==> config.mk <==
export PLATFORM = sky130hd
export DESIGN_NAME = mem_wb_stage
export DESIGN_NICKNAME = d
export VERILOG_FILES = /design/src/rtl/mem_wb_stage.sv
export SDC_FILE = /design/constraint.sdc
export NUM_CORES = 1
export LEC_CHECK = 0
export CAP_MARGIN = 20
export CORE_AREA = 2 2 226 228
export DETAILED_ROUTE_END_ITERATION = 8
export DIE_AREA = 0 0 228 230
export GPL_ROUTABILITY_DRIVEN = 1
export PLACE_DENSITY_LB_ADDON = 0.05
export SYNTH_ARGS = -nofsm -noshare
export SYNTH_HDL_FRONTEND = slang
export SYNTH_SLANG_ARGS = --single-unit
==> constraint.sdc <==
create_clock -name clk -period 3.62 [get_ports clk]
set_input_delay 0.724 -clock clk [delete_from_list [all_inputs] [get_ports clk]]
set_output_delay 0.724 -clock clk [all_outputs]
set_load 0.01 [all_outputs]
==> src/rtl/mem_wb_stage.sv <==
// Memory-to-writeback pipeline stage: muxes the writeback value at accept time and
// holds up to two results (head + skid) so a stalled register-file port never drops one.
module mem_wb_stage #(
    parameter int DATA_W = 128,
    parameter int REG_AW = 7,
    parameter int CNT_W  = 32
) (
    input  logic              clk,
    input  logic              reset,
    input  logic              in_valid,
    output logic              in_ready,
    input  logic              mem_to_reg,
    input  logic              reg_write,
    input  logic [DATA_W-1:0] mem_read_data,
    input  logic [DATA_W-1:0] alu_result,
    input  logic [REG_AW-1:0] reg_rt,
    input  logic              rf_ready,
    output logic              rf_we,
    output logic [REG_AW-1:0] rf_addr,
    output logic [DATA_W-1:0] rf_wdata,
    output logic              fwd_valid,
    output logic [REG_AW-1:0] fwd_addr,
    output logic [DATA_W-1:0] fwd_data,
    output logic [CNT_W-1:0]  retired_count
);

    typedef enum logic [1:0] {
        S_EMPTY = 2'd0,
        S_ONE   = 2'd1,
        S_TWO   = 2'd2
    } state_t;

    state_t              r_state;
    state_t              w_state_nxt;
    logic                r_in_ready;
    logic                r_head_we;
    logic [REG_AW-1:0]   r_head_addr;
    logic [DATA_W-1:0]   r_head_data;
    logic                r_skid_we;
    logic [REG_AW-1:0]   r_skid_addr;
    logic [DATA_W-1:0]   r_skid_data;
    logic [CNT_W-1:0]    r_retired;

    logic                w_accept;
    logic                w_retire;
    logic                w_load_head;
    logic                w_load_skid;
    logic                w_skid_to_head;
    logic [DATA_W-1:0]   w_in_data;

    assign w_in_data = mem_to_reg ? mem_read_data : alu_result;
    assign w_accept  = in_valid & r_in_ready;
    // Non-writing entries carry nothing for the register file, so they never wait on it.
    assign w_retire  = (r_state != S_EMPTY) & (rf_ready | ~r_head_we);

    always_comb begin
        w_state_nxt    = r_state;
        w_load_head    = 1'b0;
        w_load_skid    = 1'b0;
        w_skid_to_head = 1'b0;
        case (r_state)
            S_EMPTY: begin
                if (w_accept) begin
                    w_state_nxt = S_ONE;
                    w_load_head = 1'b1;
                end
            end
            S_ONE: begin
                if (w_accept && !w_retire) begin
                    w_state_nxt = S_TWO;
                    w_load_skid = 1'b1;
                end else if (w_retire && !w_accept) begin
                    w_state_nxt = S_EMPTY;
                end else if (w_accept && w_retire) begin
                    w_load_head = 1'b1;
                end
            end
            S_TWO: begin
                if (w_retire) begin
                    w_state_nxt    = S_ONE;
                    w_skid_to_head = 1'b1;
                end
            end
            default: w_state_nxt = S_EMPTY;
        endcase
    end

    // in_ready is registered so it only rises on the first edge after reset release.
    always_ff @(posedge clk or negedge reset) begin
        if (!reset) begin
            r_state    <= S_EMPTY;
            r_in_ready <= 1'b0;
            r_retired  <= '0;
        end else begin
            r_state    <= w_state_nxt;
            r_in_ready <= (w_state_nxt != S_TWO);
            if (w_retire) r_retired <= r_retired + 1'b1;
        end
    end

    always_ff @(posedge clk or negedge reset) begin
        if (!reset) begin
            r_head_we   <= 1'b0;
            r_head_addr <= '0;
            r_head_data <= '0;
            r_skid_we   <= 1'b0;
            r_skid_addr <= '0;
            r_skid_data <= '0;
        end else begin
            if (w_load_head) begin
                r_head_we   <= reg_write;
                r_head_addr <= reg_rt;
                r_head_data <= w_in_data;
            end else if (w_skid_to_head) begin
                r_head_we   <= r_skid_we;
                r_head_addr <= r_skid_addr;
                r_head_data <= r_skid_data;
            end
            if (w_load_skid) begin
                r_skid_we   <= reg_write;
                r_skid_addr <= reg_rt;
                r_skid_data <= w_in_data;
            end
        end
    end

    assign in_ready      = r_in_ready;
    assign rf_we         = (r_state != S_EMPTY) & r_head_we;
    assign rf_addr       = r_head_addr;
    assign rf_wdata      = r_head_data;
    assign fwd_valid     = (r_state == S_TWO) ? r_skid_we   : ((r_state == S_ONE) & r_head_we);
    assign fwd_addr      = (r_state == S_TWO) ? r_skid_addr : r_head_addr;
    assign fwd_data      = (r_state == S_TWO) ? r_skid_data : r_head_data;
    assign retired_count = r_retired;

endmodule

Word-level counts from Yosys, hierarchy flattened:

Index checks and enable logic that the tools add are counted.

* register bits: 307
* output and inout port bits: 305
* word-level logic and storage cells: 51
* bits of input ports: 269

* add/sub/neg operators: 1
* muxes and demuxes: 24
* reduce and logical (&&, ||, !) cells: 8
* bitwise logic cells: 6
* eq/ne operators: 3

Operators with widths (count)
* $mux 128: 4
* $add 32x1->32 const B: 1
* $mux 7: 3
* $mux 1: 11
* $mux 2: 4
* $pmux 2 s3: 1
* $and 1x1->1: 4
* $reduce_bool 2->1: 2
* $logic_and 1x1->1: 3
* $eq 2x1->1 const B: 1
* $eq 2x2->1 const B: 1
* $logic_not 1->1: 2
* $logic_not 2->1: 1
* $ne 2x2->1 const B: 1
* $pmux 1 s2: 1
* $not 1->1: 1
* $or 1x1->1: 1

Longest topological paths before layout:

Gate-level depths: netlist of the first run.

* word-level depth: 9
* depth in mapped cells: 8
* depth with buffers taken out: 5

Worst setup path before layout of the first run:

Ideal clock, no wire load.

* kind: flip-flop to output port
* start point: reg r_state[0]
* end point: out fwd_data[100]
* buffers on the path: 3
* required time: 2896 ps
* setup slack: 1361 ps
* data arrival time: 1535 ps
* stages on the path, launching flop included: 6
* path through: dfrtp_1 -> buf_2 -> nand2b_1 -> clkbuf_1 -> buf_2 -> mux2_2

* longest elaborated chain between the ends: 2

Ends and longest elaborated chain
* start: declaration: line 33 `state_t r_state;`
* start signal: assignment: line 95 `r_state <= w_state_nxt;`
* $eq 2x2->1: line 133 `assign fwd_data = (r_state == S_TWO) ? r_skid_data : r_head_data;`
* $mux 128: line 133
* end: declaration: line 23 `output logic [DATA_W-1:0] fwd_data,`

Every way passes these cells.

Worst setup path after layout of the first run:

* start point: reg r_state[0]
* end point: out fwd_data[29]

The elaborated chain is that of the path after synthesis.

==> results of run 1 <==
-- stage by stage --
stage	hold WS, ps	cells
6_report	179.2	2578
5_1_grt	237.6	2577
4_1_cts	217.3	2576
3_5_place_dp	464.6	2512
3_3_place_gp	463.6	2512
2_1_floorplan	428.4	1333
-- where the power goes --
group | switching (mW) | total (mW) | internal (mW)
clock | 1.46 | 3.85 | 2.40
combinational | 2.28 | 5.59 | 3.31
sequential | 1.05 | 5.73 | 4.68
total | 4.78 | 15.2 | 10.4
-- layout make-up --
class,instances,area [sq um]
flip-flops and latches,307,7682
fillers,4623,26040
repair buffers,603,6130
diodes,2,5.005
clock inverters,2,60.06
inverters,7,26.28
well taps,672,840.8
clock buffers,62,1205
multi-input cells,923,7874
-- logic make-up (layout without fill, tap and decap cells) --
logic type               Yosys count  after routing  share of synthesized area, %
flip-flops                       307            307                         47.91
other                              0              2                             0
buffers and inverters            103            674                         3.191
AND/OR/NAND/NOR                  213            213                         6.102
XOR/XNOR                          31             31                         1.693
adder cells (fa/ha/maj)            1              1                       0.07801
AO/OA/AOI/OAI                    142            142                         4.494
multiplexers                     536            536                         36.53
-- cell usage after synthesis (2+ instances only) --
cell      instances  share of area (%)
clkbuf_1         32               0.75
and4_1            2               0.11
dfrtp_1         307                 48
nand3_1          11               0.34
a21oi_1           2              0.062
mux2i_1         142                8.9
nand4_1           6               0.23
o21ai_0         100                3.1
nor2b_1           2              0.078
nand2_1         150                3.5
buf_6             7               0.49
nand2b_1          2              0.078
or3_1             3               0.12
nor4_2            5               0.39
nor2_1            5               0.12
xnor2_1           9               0.49
buf_2            52                1.6
and3_1            2              0.078
mux2_2          394                 28
o21ai_1          37                1.2
buf_1             3              0.070
buf_4             2              0.094
xor2_1           22                1.2
nor3_1            6               0.19
and2_1            6               0.23
inv_1             7               0.16
nor4_1           10               0.39
-- worst max-delay path, stage by stage (launching register included) --
cell and delay [ps]:
dfrtp_1 540, nand2b_4 380, buf_4 330, mux2_2 410, clkdlybuf4s50_1 490
-- metal layers --
metal	up-vias	global-route usage [%]	wire length (microns)
li1	5833	-	-
met1	6065	24.37	22100
met2	371	33.76	26200
met3	79	6.101	3971
met4	2	6.495	1551
met5	-	0	11
-- state kept, by name, summed over array words and instances, names as in the netlist --
name           flops
r_state            2
rf_addr            7
retired_count     32
r_skid_addr        7
r_skid_data      128
r_head_we          1
rf_wdata         128
in_ready           1
r_skid_we          1
-- worst paths after layout --
check / start / endpoint / slack (ps) / depth (start not counted)
max: r_state[0] / fwd_data[29] / 210 / 4
min: reset / retired_count[31] / 180 / 1
max reg2reg: r_state[0] / rf_wdata[15] / 1430 / 5
min reg2reg: retired_count[31] / retired_count[31] / 480 / 1
max in group asynchronous: reset / r_skid_addr[0] / 2390 / 2
min in group clk: retired_count[31] / retired_count[31] / 480 / 1
==> results.cfg, run 1 <==
[clocking]
clk_pin_slew_worst_paths_ps = 50
cts_num_sinks = 307
cts_buffers = 38
clock_path_buffers = 3
clock_latency_ps = 540
cts_root_buffer = clkbuf_16
cts_hold_buf = 0
cts_setup_buffers = 0
h-tree-depth = 2
cts-resized-gates = 0
cts_tree = done

[synthesis]
synthCells = 1333
ys_seq_area_share_pct = 47.91
synth_edf_count = 0
synth_nets = 1603
avgSynthCellArea_sq_um = 12.03
synth-async-reset-ratio_pct = 100.0
ys_seq_elements = 307
synth-main-ff-cell = dfrtp_1
yosysWarnings = 0
synth_cell_type_count = 34
synth_area_sq_um = 16040

[critical_path]
cp-end-kind = output pin
path_class = reg -> out
worstPathArrival_ps = 2680
crit_required_ps = 2900
worstSetupStartpointType = flop
cp_max_fo = 18

[timing]
final.setup.tns_ps = 0
tightestPinTransition_ps = 789.1
hold_viol_final = 0
setup_ws_ps = 214.3
relSlewSlack_pct = 47.39
fmax_ghz = 0.2936
timing.final.crit_share_pct = 94.08
rsz0062_at_grt = false
setup_violations = 0
finClkSkew_ps = 8.395
slew_viol_final = 0
min_period_ps = 3406

[die]
die_w_microns = 228
initial_utilization_pct = 32.16
coreArea_sq_um = 49860
die-area_sq_um = 52440
die_h_microns = 230
row_count = 82
pin_count = 574

[layout]
drive_gt1_share_pct = 25.68
final_cell_mix = clkdlybuf4s50_1 (571), mux2_2 (394), dfrtp_1 (307)
mostFrequentLayoutCell = clkdlybuf4s50_1
final_nets = 2150
utilization_pct = 47.78
fin_area_sq_um = 23820
syn2layout_area_growth_pct = 48.56

[power]
p_leak_nw = 10.49
peakVddDrop_mv = 0.2499
p_per_area_nw_per_um2 = 636.8
power_mw = 15.17

[routing]
viasPerCell = 4.791
wl_microns = 53830
first_pass_iters = 6
drtAntennaViolNets = 0
route.detailed.drc = 0
routedWlPerCell_microns = 20.88
vias = 12350
drt_iter0_drc = 489

[global_routing]
grt_max_degree = 124
grt_pass1_wl_microns = 80670
grt_usage_pct = 20.00
antenna_found_initial = 2
grt_pass1_vias = 12730
grt_overflow = 0

[outcome]
status = finished clean

[placed_design]
placed_area_sq_um = 22550
portBuffers = 573
hpwl_microns = 39130
place.gp.congestion = 0.8024
pre_cts_slack_ps = 747.8

[worst_hold_path]
min_path_type = in -> async

[run]
maxCapViolations = 0
No activity file was read; power rests on OpenSTA's default activity.
==> run 2, diff against run 1 <==
Settings changed: HOLD_SLACK_MARGIN from default to 0.02.
==> results of run 2 <==
Same layout as run 1: the final DEF is identical, and so are final timing and power.
